<file path="src/rtl/sram_responder.sv">
// sram_responder: dual-bank synchronous memory responder for the calculator
// datapath. Bank A holds word bits 63:32, bank B holds bits 31:0.
//
// Behaviour:
//   - one-cycle registered read latency with a single-cycle r_valid pulse
//   - write-first forwarding when a read and a write hit the same address
//   - sticky addr_err for any strobe whose address is >= DEPTH
//   - optional post-reset clear sequencer, compiled only when MEM_CLEAR_EN
//     is defined; without it memory contents survive reset untouched
//
// Handshake: read/write are active-low strobes, sampled on every rising
// edge while ready=1. There is no backpressure; ready=0 means strobes are
// dropped silently (no storage change, no r_valid, no addr_err). An accepted
// read returns its data and r_valid=1 in the cycle after the sampling edge.
//
// dbg_state exposes the FSM state for checkers and bring-up.

package calculator_pkg;
  localparam int ADDR_W = 4;
endpackage

module sram_responder #(
  parameter int ADDR_W = calculator_pkg::ADDR_W,
  parameter int DEPTH  = 2**ADDR_W
) (
  input  logic              clk_i,
  input  logic              rst_ni,
  input  logic              read,
  input  logic [ADDR_W-1:0] r_addr,
  input  logic              write,
  input  logic [ADDR_W-1:0] w_addr,
  input  logic [31:0]       w_data_a,
  input  logic [31:0]       w_data_b,
  output logic [31:0]       r_data_a,
  output logic [31:0]       r_data_b,
  output logic              r_valid,
  output logic              ready,
  output logic              addr_err,
  output logic [1:0]        dbg_state
);

  // Narrowest index that covers DEPTH entries; range checks use the full
  // address, so dropping upper bits here is safe.
  localparam int IDX_W = (DEPTH > 1) ? $clog2(DEPTH) : 1;
  localparam logic [ADDR_W:0] DEPTH_W = (ADDR_W+1)'(DEPTH);

  localparam logic [1:0] S_RST   = 2'd0;
`ifdef MEM_CLEAR_EN
  localparam logic [1:0] S_CLEAR = 2'd1;
`endif
  localparam logic [1:0] S_READY = 2'd2;

  logic [1:0]  state;
  logic [31:0] bank_a [DEPTH];
  logic [31:0] bank_b [DEPTH];

  logic             rd_req, wr_req;
  logic             rd_in_range, wr_in_range;
  logic             rd_ok, wr_ok, fwd;
  logic [IDX_W-1:0] rd_idx, wr_idx;

  assign ready     = (state == S_READY);
  assign dbg_state = state;

  assign rd_req      = ready & ~read;
  assign wr_req      = ready & ~write;
  assign rd_in_range = ({1'b0, r_addr} < DEPTH_W);
  assign wr_in_range = ({1'b0, w_addr} < DEPTH_W);
  assign rd_ok       = rd_req & rd_in_range;
  assign wr_ok       = wr_req & wr_in_range;
  assign fwd         = wr_ok & (w_addr == r_addr);
  assign rd_idx      = r_addr[IDX_W-1:0];
  assign wr_idx      = w_addr[IDX_W-1:0];

`ifdef MEM_CLEAR_EN
  // One extra bit so the counter reaches DEPTH-1 without wrapping even when
  // DEPTH fills the whole address space.
  localparam logic [ADDR_W:0] CLR_LAST = DEPTH_W - 1'b1;

  logic [ADDR_W:0]  clr_cnt;
  logic             clr_we;
  logic [IDX_W-1:0] clr_idx;

  assign clr_we  = (state == S_CLEAR);
  assign clr_idx = clr_cnt[IDX_W-1:0];

  // Clear counter: walks 0..DEPTH-1 while clearing, restarts from 0 on reset.
  always_ff @(posedge clk_i or negedge rst_ni) begin
    if (!rst_ni)     clr_cnt <= '0;
    else if (clr_we) clr_cnt <= clr_cnt + 1'b1;
    else             clr_cnt <= '0;
  end

  // Storage write port: zero-fill during clear, otherwise accepted writes.
  always_ff @(posedge clk_i) begin
    if (clr_we) begin
      bank_a[clr_idx] <= '0;
      bank_b[clr_idx] <= '0;
    end else if (wr_ok) begin
      bank_a[wr_idx] <= w_data_a;
      bank_b[wr_idx] <= w_data_b;
    end
  end
`else
  // Storage write port: accepted writes only; contents are not reset.
  always_ff @(posedge clk_i) begin
    if (wr_ok) begin
      bank_a[wr_idx] <= w_data_a;
      bank_b[wr_idx] <= w_data_b;
    end
  end
`endif

  // Control FSM: leave reset on the first edge, optionally via the clear pass.
  always_ff @(posedge clk_i or negedge rst_ni) begin
    if (!rst_ni) begin
      state <= S_RST;
    end else begin
      case (state)
`ifdef MEM_CLEAR_EN
        S_RST:   state <= S_CLEAR;
        S_CLEAR: if (clr_cnt == CLR_LAST) state <= S_READY;
`else
        S_RST:   state <= S_READY;
`endif
        S_READY: state <= S_READY;
        default: state <= S_RST;
      endcase
    end
  end

  // Read port: registered data with write-first forwarding; data holds when
  // no read is accepted.
  always_ff @(posedge clk_i or negedge rst_ni) begin
    if (!rst_ni) begin
      r_valid  <= 1'b0;
      r_data_a <= '0;
      r_data_b <= '0;
    end else begin
      r_valid <= rd_ok;
      if (rd_ok) begin
        r_data_a <= fwd ? w_data_a : bank_a[rd_idx];
        r_data_b <= fwd ? w_data_b : bank_b[rd_idx];
      end
    end
  end

  // Sticky address error: any out-of-range strobe while ready.
  always_ff @(posedge clk_i or negedge rst_ni) begin
    if (!rst_ni) begin
      addr_err <= 1'b0;
    end else if ((rd_req && !rd_in_range) || (wr_req && !wr_in_range)) begin
      addr_err <= 1'b1;
    end
  end

endmodule

</file>
<file path="config.mk">
export PLATFORM = sky130hd
export DESIGN_NAME = sram_responder
export DESIGN_NICKNAME = d
export VERILOG_FILES = /design/src/rtl/sram_responder.sv
export SDC_FILE = /design/constraint.sdc
export NUM_CORES = 1
export LEC_CHECK = 0
export CORE_ASPECT_RATIO = 1.25
export CORE_MARGIN = 1.5
export CORE_UTILIZATION = 60
export CTS_CLUSTER_SIZE = 8
export DETAILED_ROUTE_END_ITERATION = 10
export PLACE_DENSITY = 0.83
export SYNTH_ARGS = -nofsm -noshare
export SYNTH_HDL_FRONTEND = slang
export SYNTH_SLANG_ARGS = --single-unit
</file>
<file path="constraint.sdc">
create_clock -name clk_i -period 12.2 [get_ports clk_i]
set_clock_uncertainty 0.05 [all_clocks]
set_input_delay 2.44 -clock clk_i [delete_from_list [all_inputs] [get_ports clk_i]]
set_output_delay 2.44 -clock clk_i [all_outputs]
set_load 0.1 [all_outputs]
</file>
==> flow_summary.ini <==
[status]
status = finished, final reports clean

[setup_path]
startpoint_type = input port
r2r_start = dbg_state[1]
endpoint_kind = flop
crit_type = input port to flop
regToRegSetupSlack_ns = 8.63
critPathBufInv = 2
crit_start = write
crit_path_max_fanout = 40
rr_endpoint = bank_b[8][10]
r2r_cells = 4
critPathRequiredTime_ns = 12.47
cpLargestDelayFamily = simple AND/OR/NAND/NOR gates
path_cells = clkdlybuf4s50_1, nor2b_1, or3b_2, nor2_4, buf_4
cp.depth = 5
critPathSlowestCell = nor2_4
arrival_ns = 5.58
critPathCapture = bank_b[8][10]
crit_path_max_incr_delay_ns = 0.85

[drt]
vias = 21790
routed_via_density = 7.183
ant_nets = 0
route.detailed.drc = 0
wirelength_mm = 110.7
first_pass_iters = 6
drt_iter0_drc = 3178
drt-wirelength-per-cell_um = 36.47

[clock_tree]
clock_sinks = 1090
clk_pin_slew_ns = 0.05
cts.path.max_buffers = 3
numCtsBuffers = 154
cts_max_level = 4
cts_hold_buf = 0
cts_tree = yes
post_cts_buffers = 0
insertion_delay_ns = 0.71
root_buffer = clkbuf_16
cts_resized = 0

[floorplan]
die_height_um = 296.6
coreArea_sq_um = 68140
design.portCount = 145
die_w_um = 237.9
row_count = 107
floorplan.initialDensity_pct = 60.71
dieArea_sq_um = 70540

[global_route]
grt_pass1_wl_mm = 159.7
grt-ovfl-total = 0
grt_usage_pct = 32.13
grt_max_degree = 169
antenna_found_initial = 7
grt_pass1_vias = 23210

[sta]
setup_violations = 0
slew_viol_final = 0
fmax_mhz = 188.1
fin_crit_ns = 5.317
slew_headroom_pct = 22.09
layout_setup_ws_ns = 6.883
hold_ws_ns = 0.5807
hold_viol_final = 0
tns_ns = 0
min_period_over_period_pct = 43.58
rsz0062_at_grt = no
worst_pin_slew_ns = 1.169

[yosys]
ys_top_cells_by_area = edfxtp_1, mux4_2, dfrtp_1
synth_top_cell_area_share_pct = 74.33
syn-instance-count = 1815
synth.cell_area_sq_um = 41370
synth_seq_cells = 1090
synth_warnings = 0
synth_area_leader_cell = edfxtp_1
ys_seq_area_share_pct = 78.32
syn_avg_cell_area_sq_um = 22.79
synth_cell_types = 27

[layout]
drive_gt1_share_pct = 24.36
syn2layout_area_growth_pct = 16.79
finalNetCount = 2113

[job]
drv_cap = 0

[pwr]
power_leakage_nw = 15.60
power_density_nw_per_um2 = 186.5
irDropWorstVdd_v = 0.0001472

[worst_hold_path]
hold_path.class = flop to flop

[place]
hpwl_mm = 46.75
place_congestion = 0.7470
placement.io_buffers = 142
pre_cts_slack_ns = 6.238
worst reg2reg max path, delay by kind of cell (launching register included):
kind          cells  cell delay, ns
buf+inv           1            0.86
flops             1            0.43
simple gates      3            1.80
layer usage:
metal  vias up  GRT usage, %  part of all wire [%]
met5         -             0                 0.023
met4         4         15.46                   4.2
met3       324         7.378                    12
met2      1966         52.55                    51
met1     11270         41.41                    33
li1       8233             -                     -
flip-flops by register name (all words and copies together), names as in the netlist:
signal     cells
r_data_b      32
bank_a       512
dbg_state      1
r_valid        1
bank_b       512
r_data_a      32
cell families after synthesis:
kind of cell	count (synthesis)	synth area share, %
AND/OR/NAND/NOR	159	1.936
buffers and inverters	111	1.400
multiplexers	256	14.16
other	2	0.01815
XOR/XNOR	4	0.08468
AO/OA/AOI/OAI	193	4.077
flip-flops	1090	78.32
final cells by class:
class,instances,area (sq um)
antenna,7,17.52
fill,3513,19830
inverter,1,3.754
clock buffer,263,4369
timing repair buffer,175,1702
multi-input combinational,615,8549
tap,872,1091
sequential,1090,32400
clock inverter,11,182.7
stage by stage:
stage / total power [W] / instance area (sq um) / std cells / utilization [%]
6_report: 0.009013 / 48320 / 3034 / 70.90
3_3_place_gp: 0.004988 / 43750 / 2753 / 64.20
4_1_cts: 0.009012 / 48300 / 3027 / 70.88
5_1_grt: 0.009182 / 48310 / 3032 / 70.90
3_5_place_dp: 0.005007 / 43750 / 2753 / 64.20
2_1_floorplan: 0.004765 / 41370 / 1816 / -
layout by cell type (no fill, tap or decap), drive strengths merged, types with 36 or more instances in the layout:
master,netlist,final
dfrtp,66,66
clkdlybuf4s50,0,139
nand2,65,65
clkbuf,59,263
a22oi,128,128
edfxtp,1024,1024
buf,51,36
o221a,64,64
mux4,256,256
nand2b,67,67
where the power goes:
group / internal [W] / leakage, nW / switching, W / total (W)
clock network: 0.00243 / 2.17 / 0.00162 / 0.00405
logic: 0.000232 / 3.46 / 0.000532 / 0.000764
registers: 0.00416 / 9.97 / 0.0000394 / 0.00420
synth_stat cells, drive strengths merged:
| cell | instances |
|---|---|
| a22oi | 128 |
| and2 | 1 |
| buf | 51 |
| clkbuf | 59 |
| conb | 2 |
| dfrtp | 66 |
| edfxtp | 1024 |
| inv | 1 |
| mux4 | 256 |
| nand2 | 65 |
| nand2b | 67 |
| nand3 | 1 |
| nand3b | 2 |
| nand4 | 1 |
| nor2 | 13 |
| nor2b | 3 |
| nor3 | 4 |
| o21ai | 1 |
| o221a | 64 |
| or3b | 2 |
| xnor2 | 4 |
worst min path at each step:
stage	slack, ns	end	startpoint	cells past startpoint
6_report	0.58	r_data_b[7]	r_data_b[7]	2
3_5_place_dp	0.56	r_data_a[24]	r_data_a[24]	2
5_1_grt	0.61	r_data_a[9]	r_data_a[9]	2
2_1_floorplan	0.76	r_data_a[0]	bank_a[14][0]	4
4_1_cts	0.59	r_data_a[9]	r_data_a[9]	2
3_3_place_gp	0.56	r_data_a[21]	r_data_a[21]	2
Note: power is estimated with default switching activity, not from simulation.
